**config.mk**
```make
export PLATFORM = sky130hd
export DESIGN_NAME = qenc_home_ctrl_flat
export DESIGN_NICKNAME = d
export VERILOG_FILES = /design/src/rtl/qenc_pkg.sv /design/src/rtl/qenc_home_ctrl_if.sv /design/src/rtl/qenc_input_filter.sv /design/src/rtl/qenc_home_ctrl.sv /design/src/flat_wrapper.sv
export SDC_FILE = /design/constraint.sdc
export NUM_CORES = 1
export LEC_CHECK = 0
export CAP_MARGIN = 20
export CORE_MARGIN = 3
export CORE_UTILIZATION = 50
export DETAILED_ROUTE_END_ITERATION = 12
export PLACE_DENSITY = 0.83
export SYNTH_ARGS = -nofsm -noshare
export SYNTH_HDL_FRONTEND = slang
export SYNTH_HIERARCHICAL = 1
export SYNTH_SLANG_ARGS = --single-unit
```
**constraint.sdc**
```tcl
create_clock -name clk -period 12 [get_ports clk]
set_clock_uncertainty 0.05 [all_clocks]
set_input_delay 1.8 -clock clk [delete_from_list [all_inputs] [get_ports clk]]
set_output_delay 1.8 -clock clk [all_outputs]
set_load 0.01 [all_outputs]
```
**src/rtl/qenc_pkg.sv**
```systemverilog
`default_nettype none
// qenc_pkg: shared state, error and configuration-bus encodings for the encoder controller.
// Rev 1.0
package qenc_pkg;

  typedef enum logic [2:0] {
    IDLE  = 3'd0,
    SEEK  = 3'd1,
    ALIGN = 3'd2,
    RUN   = 3'd3,
    FAULT = 3'd4
  } state_t;

  localparam logic [1:0] ERR_NONE    = 2'd0;
  localparam logic [1:0] ERR_TIMEOUT = 2'd1;
  localparam logic [1:0] ERR_ILLEGAL = 2'd2;

  localparam logic [1:0] CFG_ADDR_PPR = 2'd0;
  localparam logic [1:0] CFG_ADDR_CMD = 2'd1;

  localparam int CMD_START       = 0;
  localparam int CMD_CLEAR_FAULT = 1;
  localparam int CMD_ABORT       = 2;

endpackage
`default_nettype wire

```
**src/rtl/qenc_home_ctrl_if.sv**
```systemverilog
`default_nettype none
// qenc_home_ctrl_if: host configuration write bus (single-cycle write strobe).
// Rev 1.0
interface qenc_home_ctrl_if;
  logic        cfg_we;
  logic [1:0]  cfg_addr;
  logic [15:0] cfg_wdata;

  modport master (output cfg_we, cfg_addr, cfg_wdata);
  modport slave  (input  cfg_we, cfg_addr, cfg_wdata);
endinterface
`default_nettype wire

```
**src/rtl/qenc_input_filter.sv**
```systemverilog
`default_nettype none
// qenc_input_filter: 2-flop synchronizer followed by a FILT_LEN-sample stability filter.
// Rev 1.0
module qenc_input_filter #(
  parameter int FILT_LEN = 3
) (
  input  logic clk,
  input  logic reset,
  input  logic pin,
  output logic filt
);

  localparam int CNT_W = (FILT_LEN > 1) ? $clog2(FILT_LEN) : 1;
  localparam logic [CNT_W-1:0] CNT_LAST = CNT_W'(FILT_LEN - 1);

  logic             sync1;
  logic             sync2;
  logic [CNT_W-1:0] cnt;

  // cnt counts consecutive synchronized samples that disagree with filt
  always_ff @(posedge clk or posedge reset) begin
    if (reset) begin
      sync1 <= 1'b0;
      sync2 <= 1'b0;
      cnt   <= '0;
      filt  <= 1'b0;
    end else begin
      sync1 <= pin;
      sync2 <= sync1;
      if (sync2 == filt) begin
        cnt <= '0;
      end else if (cnt == CNT_LAST) begin
        filt <= sync2;
        cnt  <= '0;
      end else begin
        cnt <= cnt + 1'b1;
      end
    end
  end

endmodule
`default_nettype wire

```
**src/rtl/qenc_home_ctrl.sv**
```systemverilog
`default_nettype none
// qenc_home_ctrl: conditions encoder pins, homes on index, supervises the decoder and
// samples wrap-corrected velocity. Optional index re-check: QENC_CTRL_IDX_CHECK_EN. Rev 1.0
module qenc_home_ctrl
  import qenc_pkg::*;
#(
  parameter int PPR_W        = 10,
  parameter int FILT_LEN     = 3,
  parameter int SAMPLE_DIV   = 1000,
  parameter int HOME_TIMEOUT = 1048576
) (
  input  logic                    clk,
  input  logic                    reset,
  input  logic                    a_raw,
  input  logic                    b_raw,
  input  logic                    idx_raw,
  qenc_home_ctrl_if.slave         cfg,
  output logic                    enc_a,
  output logic                    enc_b,
  output logic                    enc_rst,
  output logic [PPR_W-1:0]        enc_ppr,
  input  logic signed [PPR_W-1:0] enc_p,
  output logic                    busy,
  output logic                    home_done,
  output logic [1:0]              err_code,
  output logic signed [PPR_W+1:0] vel,
  output logic                    vel_valid,
  output logic                    idx_slip
);

  localparam int VW   = PPR_W + 2;
  localparam int TO_W = $clog2(HOME_TIMEOUT + 1);
  localparam int SD_W = $clog2(SAMPLE_DIV + 1);
  localparam logic [TO_W-1:0] TO_LAST = TO_W'(HOME_TIMEOUT - 1);
  localparam logic [SD_W-1:0] SD_LAST = SD_W'(SAMPLE_DIV - 1);

  state_t          state, state_nxt;
  logic [1:0]      fault_code;
  logic            idx_filt, a_prev, b_prev, idx_prev;
  logic            illegal, idx_rise;
  logic            cmd_we, cmd_start, cmd_clear, cmd_abort;
  logic [TO_W-1:0] tcnt;
  logic [SD_W-1:0] scnt;
  logic            slip_det, rezero;
  logic            unused_wdata;

  logic [VW-1:0]        ppr_p1;
  logic signed [VW-1:0] half, span, p_ext, prev_p, diff, vel_wrap;

  qenc_input_filter #(.FILT_LEN(FILT_LEN)) u_filt_a   (.clk(clk), .reset(reset), .pin(a_raw),   .filt(enc_a));
  qenc_input_filter #(.FILT_LEN(FILT_LEN)) u_filt_b   (.clk(clk), .reset(reset), .pin(b_raw),   .filt(enc_b));
  qenc_input_filter #(.FILT_LEN(FILT_LEN)) u_filt_idx (.clk(clk), .reset(reset), .pin(idx_raw), .filt(idx_filt));

  assign unused_wdata = ^cfg.cfg_wdata[15:PPR_W];

  // Command decode resolves priority abort > clear_fault > start
  assign cmd_we    = cfg.cfg_we && (cfg.cfg_addr == CFG_ADDR_CMD);
  assign cmd_abort = cmd_we && cfg.cfg_wdata[CMD_ABORT];
  assign cmd_clear = cmd_we && cfg.cfg_wdata[CMD_CLEAR_FAULT] && !cfg.cfg_wdata[CMD_ABORT];
  assign cmd_start = cmd_we && cfg.cfg_wdata[CMD_START] && !cfg.cfg_wdata[CMD_CLEAR_FAULT]
                     && !cfg.cfg_wdata[CMD_ABORT];

  assign illegal  = (enc_a != a_prev) && (enc_b != b_prev);
  assign idx_rise = idx_filt && !idx_prev;

  always_ff @(posedge clk or posedge reset) begin
    if (reset) begin
      a_prev   <= 1'b0;
      b_prev   <= 1'b0;
      idx_prev <= 1'b0;
      enc_ppr  <= '0;
      tcnt     <= '0;
    end else begin
      a_prev   <= enc_a;
      b_prev   <= enc_b;
      idx_prev <= idx_filt;
      if (cfg.cfg_we && (cfg.cfg_addr == CFG_ADDR_PPR) && ((state == IDLE) || (state == FAULT)))
        enc_ppr <= cfg.cfg_wdata[PPR_W-1:0];
      tcnt <= (state == SEEK) ? tcnt + 1'b1 : '0;
    end
  end

  always_ff @(posedge clk or posedge reset) begin
    if (reset) begin
      state    <= IDLE;
      err_code <= ERR_NONE;
    end else begin
      state <= state_nxt;
      if (state_nxt == IDLE)
        err_code <= ERR_NONE;
      else if (fault_code != ERR_NONE)
        err_code <= fault_code;
    end
  end

  always_comb begin
    state_nxt  = state;
    fault_code = ERR_NONE;
    busy       = (state == SEEK) || (state == ALIGN);
    home_done  = (state == RUN);
    enc_rst    = !((state == SEEK) || (state == RUN)) || rezero;
    if (cmd_abort) begin
      state_nxt = IDLE;
    end else begin
      case (state)
        IDLE:  if (cmd_start) state_nxt = SEEK;
        SEEK: begin
          if (illegal) begin
            state_nxt  = FAULT;
            fault_code = ERR_ILLEGAL;
          end else if (idx_rise) begin
            state_nxt = ALIGN;
          end else if (tcnt == TO_LAST) begin
            state_nxt  = FAULT;
            fault_code = ERR_TIMEOUT;
          end
        end
        ALIGN: state_nxt = RUN;
        RUN: begin
          if (illegal) begin
            state_nxt  = FAULT;
            fault_code = ERR_ILLEGAL;
          end
        end
        FAULT: if (cmd_clear) state_nxt = IDLE;
        default: state_nxt = IDLE;
      endcase
    end
  end

`ifdef QENC_CTRL_IDX_CHECK_EN
  // An index edge in RUN must coincide with position zero; otherwise re-zero the decoder
  assign slip_det = (state == RUN) && idx_rise && (enc_p != '0);

  always_ff @(posedge clk or posedge reset) begin
    if (reset) begin
      rezero   <= 1'b0;
      idx_slip <= 1'b0;
    end else begin
      rezero <= slip_det;
      if (cmd_abort)
        idx_slip <= 1'b0;
      else if (slip_det)
        idx_slip <= 1'b1;
    end
  end
`else
  assign slip_det = 1'b0;
  assign rezero   = 1'b0;
  assign idx_slip = 1'b0;
`endif

  // Decoder span M = 2*floor((PPR+1)/2); deltas beyond +-M/2 are taken as wraps
  assign ppr_p1 = {2'b00, enc_ppr} + VW'(1);
  assign half   = $signed(ppr_p1 >> 1);
  assign span   = half <<< 1;
  assign p_ext  = {{2{enc_p[PPR_W-1]}}, enc_p};
  assign diff   = p_ext - prev_p;

  always_comb begin
    vel_wrap = diff;
    if (diff > half)
      vel_wrap = diff - span;
    else if (diff < -half)
      vel_wrap = diff + span;
  end

  always_ff @(posedge clk or posedge reset) begin
    if (reset) begin
      scnt      <= '0;
      prev_p    <= '0;
      vel       <= '0;
      vel_valid <= 1'b0;
    end else begin
      vel_valid <= 1'b0;
      if (state != RUN) begin
        scnt   <= '0;
        prev_p <= '0;
      end else begin
        if (scnt == SD_LAST) begin
          scnt      <= '0;
          vel       <= vel_wrap;
          vel_valid <= 1'b1;
          prev_p    <= p_ext;
        end else begin
          scnt <= scnt + 1'b1;
        end
        if (slip_det)
          prev_p <= '0;
      end
    end
  end

endmodule
`default_nettype wire

```
**src/flat_wrapper.sv**
```systemverilog
// flat-port wrapper written by rule: the top's interface ports become plain ports
module qenc_home_ctrl_flat import qenc_pkg::*;
#(
  parameter int PPR_W        = 10,
  parameter int FILT_LEN     = 3,
  parameter int SAMPLE_DIV   = 1000,
  parameter int HOME_TIMEOUT = 1048576
)
  (clk, reset, a_raw, b_raw, idx_raw, enc_a, enc_b, enc_rst, enc_ppr, enc_p, busy, home_done, err_code, vel, vel_valid, idx_slip, cfg_cfg_we, cfg_cfg_addr, cfg_cfg_wdata);
  qenc_home_ctrl_if cfg_i ();
  input  logic clk;
  input  logic reset;
  input  logic a_raw;
  input  logic b_raw;
  input  logic idx_raw;
  output logic enc_a;
  output logic enc_b;
  output logic enc_rst;
  output logic [PPR_W-1:0] enc_ppr;
  input  logic signed [PPR_W-1:0] enc_p;
  output logic busy;
  output logic home_done;
  output logic [1:0] err_code;
  output logic signed [PPR_W+1:0] vel;
  output logic vel_valid;
  output logic idx_slip;
  input wire logic [$bits(cfg_i.cfg_we)-1:0] cfg_cfg_we;
  input wire logic [$bits(cfg_i.cfg_addr)-1:0] cfg_cfg_addr;
  input wire logic [$bits(cfg_i.cfg_wdata)-1:0] cfg_cfg_wdata;
  assign cfg_i.cfg_we = cfg_cfg_we;
  assign cfg_i.cfg_addr = cfg_cfg_addr;
  assign cfg_i.cfg_wdata = cfg_cfg_wdata;
  qenc_home_ctrl #(.PPR_W(PPR_W), .FILT_LEN(FILT_LEN), .SAMPLE_DIV(SAMPLE_DIV), .HOME_TIMEOUT(HOME_TIMEOUT)) u_core (.clk(clk), .reset(reset), .a_raw(a_raw), .b_raw(b_raw), .idx_raw(idx_raw), .cfg(cfg_i), .enc_a(enc_a), .enc_b(enc_b), .enc_rst(enc_rst), .enc_ppr(enc_ppr), .enc_p(enc_p), .busy(busy), .home_done(home_done), .err_code(err_code), .vel(vel), .vel_valid(vel_valid), .idx_slip(idx_slip));
endmodule
```
==> summary.txt, run 1 <==
Hold path
  – HP Class: register to register

STA
  – Tcrit/Tclk final: 50.6%
  – Crit path time final: ~6 ns
  – Final setup fails: 0
  – Peak Freq: 0.165 GHz
  – Max Slew Vio Count: 0
  – Setup Total Neg Slack: 0 ns
  – Relative slew slack: 44.6%
  – Unrepaired setup endpoints after global routing: false
  – Tightest Pin Transition: 0.828 ns
  – Final hold vios: 0

Cells and area
  – Share of cells above drive strength 1: 6.68%
  – Antenna Cells: 0
  – Non-Filler Instances: 847
  – Final Net Count: 791
  – Filler Cell Count: slightly below 1000
  – Most common cell after layout, fill and taps aside: nor2_1
  – Commonest non-fill, non-tap cells in the layout: 91 x nor2_1, 87 x dfrtp_1, 57 x clkdlybuf4s50_1, 55 x ha_1, 50 x nand2_1
  – Area grow syn2layout: 17.5%

Synthesis
  – Distinct cells, synth: 63
  – Synth Instances: about 640
  – Seq cells post-synth: 87
  – Main synth FF type: dfrtp_1
  – Number of flops mapped to enable cells by yosys: 0
  – Synth top area share: a little under two fifths
  – Synthesized Nets: 733
  – Cell accounting for the most synthesized area: dfrtp_1
  – Synthesized cell area: 5920 um2
  – Async S/R FF share, synth: 100%
  – Avg Inst Size Synth: 9.24 um2
  – Seq/Total Area, Yosys: 36.8%
  – Ys Warns: 6
  – Top post-synthesis cells by area: dfrtp_1 37%, ha_1 12%, xnor2_1 6.1%, nor2_1 5.8%, xor2_1 4.0%

Clocking
  – CTS tree: done
  – CTS clock-pin slew for the worst setup and hold paths: 0.07 ns
  – PostCTS Resize Cnt: 0
  – Clock root buffer master: clkbuf_16
  – Post-CTS Setup Inserts: 0
  – Clk_lat worst skew: 0.35 ns
  – Clock buffer count from CTS: 9
  – H-tree Lvls: 3
  – CTS Hold Bufs: 0
  – Clock sink count: 87
  – Clock Path Buffers: 2

Global routing
  – Vias in the first global route: between 4000 and 5000
  – Overflow after GRT: 0
  – Initial antenna violation count: 0
  – Pin count of the biggest net entering global routing: 43
  – GRT Total Usage: 20.8%
  – First-pass GRT wire length: 22200 um

Power and ir drop
  – Leak: 3.10 nW
  – Overall power: 1.53 mW
  – Cell area power density: 220 nW/um2
  – Max VDD drop: 141 uV

Placed design
  – GP Congestion: 0.949
  – DPL Wire Length: 9750 um
  – Placed insts: 830
  – I/O Buffers: 57

Detailed routing
  – Total wire length: 12700 um
  – Vias per Instance: 5.58
  – Antenna Violating Nets Remaining: 0
  – WL/cell: 15.0 um
  – Pre-antenna DRT Iters: 8
  – Number of remaining DRC errors: 0
  – Total vias in the final route: 4726
  – First DRT Iteration DRCs: 276

Floorplanning
  – Chip width: 115 um
  – Starting Density: 51.4%
  – I/O pin total: 65
  – Die area: 13200 um2
  – Std-Cell Rows: 39
  – Core Area: 11500 um2
  – Height of the die: about 110 um

Status
  – Outcome: completed

Job
  – Maxcap violations: 0

Worst setup path
  – Max Fanout on Critical Path: 13
  – Worst Path Arrival: approximately 6.2 ns
  – Crit path capture type: register
  – CP Launch Type: input pin
  – Crit path kind: input pin to register
  – WP data required: 12.16 ns
[critical path, stage by stage]
cell and delay (ns):
clkdlybuf4s50_1 0.40, inv_1 0.07, ha_1 0.18, inv_1 0.06, fa_1 0.42, a211oi_1 0.22, nor2_1 0.11, o21ai_0 0.30
nor2b_1 0.21, xnor2_1 0.20, ha_1 0.30, or4_1 0.47, a221o_1 0.27, a31oi_1 0.19, o21ai_1 0.10, o211ai_2 0.29
mux2_2 0.42, mux2i_1 0.12, o21ai_0 0.09
[worst paths after layout]
path	start	endpoint	slack, ns	depth (start not counted)
worst min-delay path	u_core/u_filt_idx/sync1$_DFF_PP0_	u_core/u_filt_idx/sync2$_DFF_PP0_	0.30	0
worst max-delay path	enc_p[0]	u_core/vel[9]$_DFFE_PP0P_	5.93	19
worst max register to register	u_core/enc_ppr[1]$_DFFE_PP0P_	u_core/vel[9]$_DFFE_PP0P_	7.33	19
min in group asynchronous	reset	u_core/u_filt_a/filt$_DFFE_PP0P_	1.71	2
worst min register to register	u_core/u_filt_idx/sync1$_DFF_PP0_	u_core/u_filt_idx/sync2$_DFF_PP0_	0.30	0
max in group asynchronous	reset	u_core/vel[9]$_DFFE_PP0P_	9.01	3
[cell families (layout without fill, tap and decap cells)]
| logic type | after synthesis | count (layout) | synth area share, % |
|---|---|---|---|
| adder cells (fa/ha/maj) | 58 | 58 | 12.6 |
| AND/OR/NAND/NOR | 234 | 234 | 18.9 |
| AO/OA/AOI/OAI | 99 | 99 | 11.0 |
| flip-flops | 87 | 87 | 36.8 |
| multiplexers | 35 | 35 | 6.47 |
| XOR/XNOR | 68 | 68 | 10.1 |
| other | 1 | 1 | 0.0633 |
| buffers and inverters | 59 | 122 | 4.14 |
[cell usage after synthesis (2+ instances only)]
master     n
o21a_1     8
mux2_2    14
buf_4      3
or2_2      2
and3_1     9
o31ai_1    3
xnor2_1   41
nor4_1     5
dfrtp_1   87
inv_1     44
nand2b_1   5
o41ai_1    2
o21bai_1   3
a21oi_1   23
nand3_1   17
a21o_1     4
xor2_1    27
nor2_1    91
or3_1      2
nand2_1   50
mux2_4     3
ha_1      55
o211ai_1   2
nor2b_4    3
mux2i_1   18
clkbuf_1   9
nor3_1    13
o22ai_1    2
fa_1       3
nor3b_1    5
a31oi_1    6
a211oi_1   5
o21ai_0   25
nand4_1   10
nor2b_1   12
nand3b_1   3
[per-stage QoR]
step	area, um2	hold slack [ns]	setup WS, ns	utilization, %
after floorplan	5920	0.281	6.57	-
after global placement	6620	0.283	5.69	57.5
after detailed placement	6620	0.287	5.62	57.5
after CTS	6950	0.304	5.98	60.3
after global routing	6960	0.308	5.57	60.4
final	6960	0.303	5.93	60.4
[area by class of cell]
class | instances | area, um2 | area share (%)
multi-input combinational | 495 | 3510 | 50.4
sequential | 87 | 2180 | 31.3
timing repair buffer | 61 | 604 | 8.69
clock buffer | 9 | 225 | 3.24
tap | 143 | 179 | 2.57
inverter | 45 | 169 | 2.43
clock inverter | 7 | 97.6 | 1.40
[routing by layer]
layer | track usage [%] | share of wire (%) | up-vias
met2 | 35.6 | 48 | 128
met5 | 0 | 0 | -
met4 | 8.45 | 2.4 | 0
met1 | 25.4 | 44 | 2251
li1 | - | - | 2324
met3 | 4.79 | 4.9 | 23
[state kept, by name (all words and copies together) (netlist names), 2 cells and up]
name / count
u_core/scnt: 10
u_core/prev_p: 10
u_core/u_filt_idx/cnt: 2
u_core/state: 3
u_core/enc_ppr: 10
u_core/tcnt: 21
u_core/u_filt_b/cnt: 2
u_core/u_filt_a/cnt: 2
u_core/err_code: 2
u_core/vel: 12
[where the power goes]
group	total (mW)	internal, mW	leakage (nW)	switching [mW]
clock network	0.297	0.168	0.158	0.129
logic	0.836	0.388	1.83	0.448
registers	0.396	0.338	1.11	0.0577
No activity file was read; power rests on OpenSTA's default activity.
==> inputs of run 2 (changes only) <==
Settings changed: PLACE_DENSITY 0.83 to 0.86.
Clock period 12 ns to 5.2 ns, I/O delays scaled along.
==> run 2 against run 1 <==
Flip-flop and latch count did not move. Die area stayed put. First-iteration DRC count grew 11%. Cell area grew 1.2%. Via count grew 2.2%. Final cell count rose by 1.1%. Clock power grew 140%. Non-clock buffer count up 9. Combinational power is 140% higher. Routed wire length up 6.5%. Worst hold slack gained 0.011 ns. Total power grew 140%. Largest cell class unchanged. Largest power group unchanged. Highest routed layer unchanged.
==> summary.txt, run 2 (synthesis gave the netlist of run 1 again) <==
Status
  – Outcome: completed

STA
  – Final setup fails: 0
  – Worst hold margin: 0.313 ns
  – Relative slew slack: ~46%
  – Max Slew Vio Count: 0
  – Final hold vios: 0
  – Final worst slack: 0.302 ns
  – Tcrit/Tclk final: 94.2%
  – Unrepaired setup endpoints after global routing: false
  – Peak Freq: around 0.20 GHz
  – Setup Total Neg Slack: 0 ns
  – Crit path time final: roughly 4.9 ns
  – Tightest Pin Transition: between 0.8 and 0.9 ns

Detailed routing
  – Pre-antenna DRT Iters: 5
  – Antenna Violating Nets Remaining: 0
  – WL/cell: 15.8 um
  – Vias per Instance: 5.64
  – Total vias in the final route: 4832
  – Met2 wire length: a little under 7000 um
  – Number of remaining DRC errors: 0
  – Total wire length: 13500 um
  – First DRT Iteration DRCs: 306
  – DRT met1 WL: 5740 um
  – Top layer in use: met4
  – Met3 Wirelength: between 700 and 800 um

Clocking
  – H-tree Lvls: 3
  – Clock buffer count from CTS: 9
  – Clk_lat worst skew: 0.35 ns
  – Clock sink count: 87
  – Clock root buffer master: clkbuf_16
  – CTS Hold Bufs: 0
  – Post-CTS Setup Inserts: 0
  – PostCTS Resize Cnt: 0
  – CTS tree: done
  – CTS clock-pin slew for the worst setup and hold paths: 0.07 ns
  – Clock Path Buffers: 2

Worst setup path
  – Crit path kind: input pin to register
  – Critical Path Start: enc_p[0]
  – Reg-to-Reg Start: u_core/enc_ppr[0]$_DFFE_PP0P_
  – WP data required: 5.43 ns
  – Worst Path Arrival: 5.13 ns
  – Crit path capture type: register
  – Max Fanout on Critical Path: 10
  – CP Launch Type: input pin

Power and ir drop
  – Sw Ratio: 41.5%
  – Pint: approximately 2.1 mW
  – Overall power: 3.60 mW
  – Clk pwr share: 19.4%
  – Combinational Power Share: 55.3%
  – Max VDD drop: 328 uV
  – Switching power total: 1.49 mW
  – Leak: about 3.1 nW
  – Cell area power density: 511 nW/um2
  – Flop pwr share: 25.3%

Global routing
  – GRT Total Usage: a little over a fifth
  – Overflow after GRT: 0
  – Vias in the first global route: a little under 5000
  – First-pass GRT wire length: 22700 um
  – Initial antenna violation count: 0
  – Pin count of the biggest net entering global routing: 39

Floorplanning
  – Die area: between 10000 and 15000 um2
  – Starting Density: between 50% and 60%
  – Chip width: 115 um
  – Std-Cell Rows: 39
  – I/O pin total: 65
  – Height of the die: between 100 and 150 um
  – Core Area: approximately 12000 um2

Cells and area
  – Commonest non-fill, non-tap cells in the layout: 91 x nor2_1, 87 x dfrtp_1, 57 x clkdlybuf4s50_1, 55 x ha_1, 50 x nand2_1
  – Most flop-heavy register: u_core/tcnt
  – Max reg flops: 21
  – Util after Layout: 61.1%
  – Most common cell after layout, fill and taps aside: nor2_1
  – Final Net Count: 800
  – Share of cells above drive strength 1: 7.85%
  – Area grow syn2layout: 18.8%
  – Leading registers by flop count: u_core/tcnt (21), u_core/vel (12)
  – Antenna Cells: 0

Placed design
  – Placement Setup Slack: 0.0241 ns
  – I/O Buffers: 57
  – GP Congestion: approximately 0.94
  – DPL Wire Length: 10200 um

Hold path
  – HP Class: register to register
  – Hold path startpoint: u_core/u_filt_b/sync1$_DFF_PP0_

Job
  – Maxcap violations: 0
[run 2: area by class of cell]
class                           instances  area, um2
Clock buffer                            9        225
Clock inverter                          7       97.6
Fill cell                             950       4480
Inverter                               45        169
Multi-Input combinational cell        495       3510
Sequential cell                        87       2180
Tap cell                              143        179
Timing Repair Buffer                   70        684
[run 2: worst paths after layout]
| check | end | slack (ns) | depth (start not counted) |
|---|---|---|---|
| max | u_core/vel[10]$_DFFE_PP0P_ | 0.30 | 20 |
| min | u_core/u_filt_b/sync2$_DFF_PP0_ | 0.31 | 0 |
| max reg2reg | u_core/vel[10]$_DFFE_PP0P_ | 0.50 | 20 |
| min reg2reg | u_core/u_filt_b/sync2$_DFF_PP0_ | 0.31 | 0 |
| max in group asynchronous | u_core/vel_valid$_DFF_PP0_ | 3.19 | 3 |
| min in group asynchronous | u_core/u_filt_a/cnt[1]$_DFF_PP0_ | 0.70 | 2 |
[run 2: metal layers]
layer	vias up	global-route usage (%)
met5	-	0
met4	0	6.96
met3	19	5.32
met2	129	37.8
met1	2342	25.7
li1	2342	-
[run 2: power by group through the flow]
stage,logic [mW],registers [mW],clock network (mW)
after floorplan,1.41,0.908,0
after global placement,1.88,0.912,0
after detailed placement,1.95,0.921,0
after CTS,1.97,0.909,0.718
after global routing,2.22,0.928,0.746
final,1.99,0.908,0.698
[run 2: per-stage QoR]
step | cell area, um2 | cells
after floorplan | 5920 | 641
after CTS | 7030 | 855
after detailed placement | 6700 | 839
after global placement | 6700 | 839
final | 7040 | 856
after global routing | 7040 | 856
[run 2: critical path: stages]
cell and delay (ns):
clkdlybuf4s50_1 0.40, inv_1 0.07, ha_1 0.18, inv_1 0.06
fa_1 0.42, a211oi_1 0.27, nor2_1 0.12, o21ai_0 0.25
nor2b_1 0.19, xnor2_1 0.13, ha_1 0.25, or4_1 0.47
a221o_1 0.27, a31oi_1 0.20, o21ai_1 0.11, o211ai_2 0.25
buf_4 0.24, nor2_1 0.04, a311o_1 0.31, a21oi_1 0.13
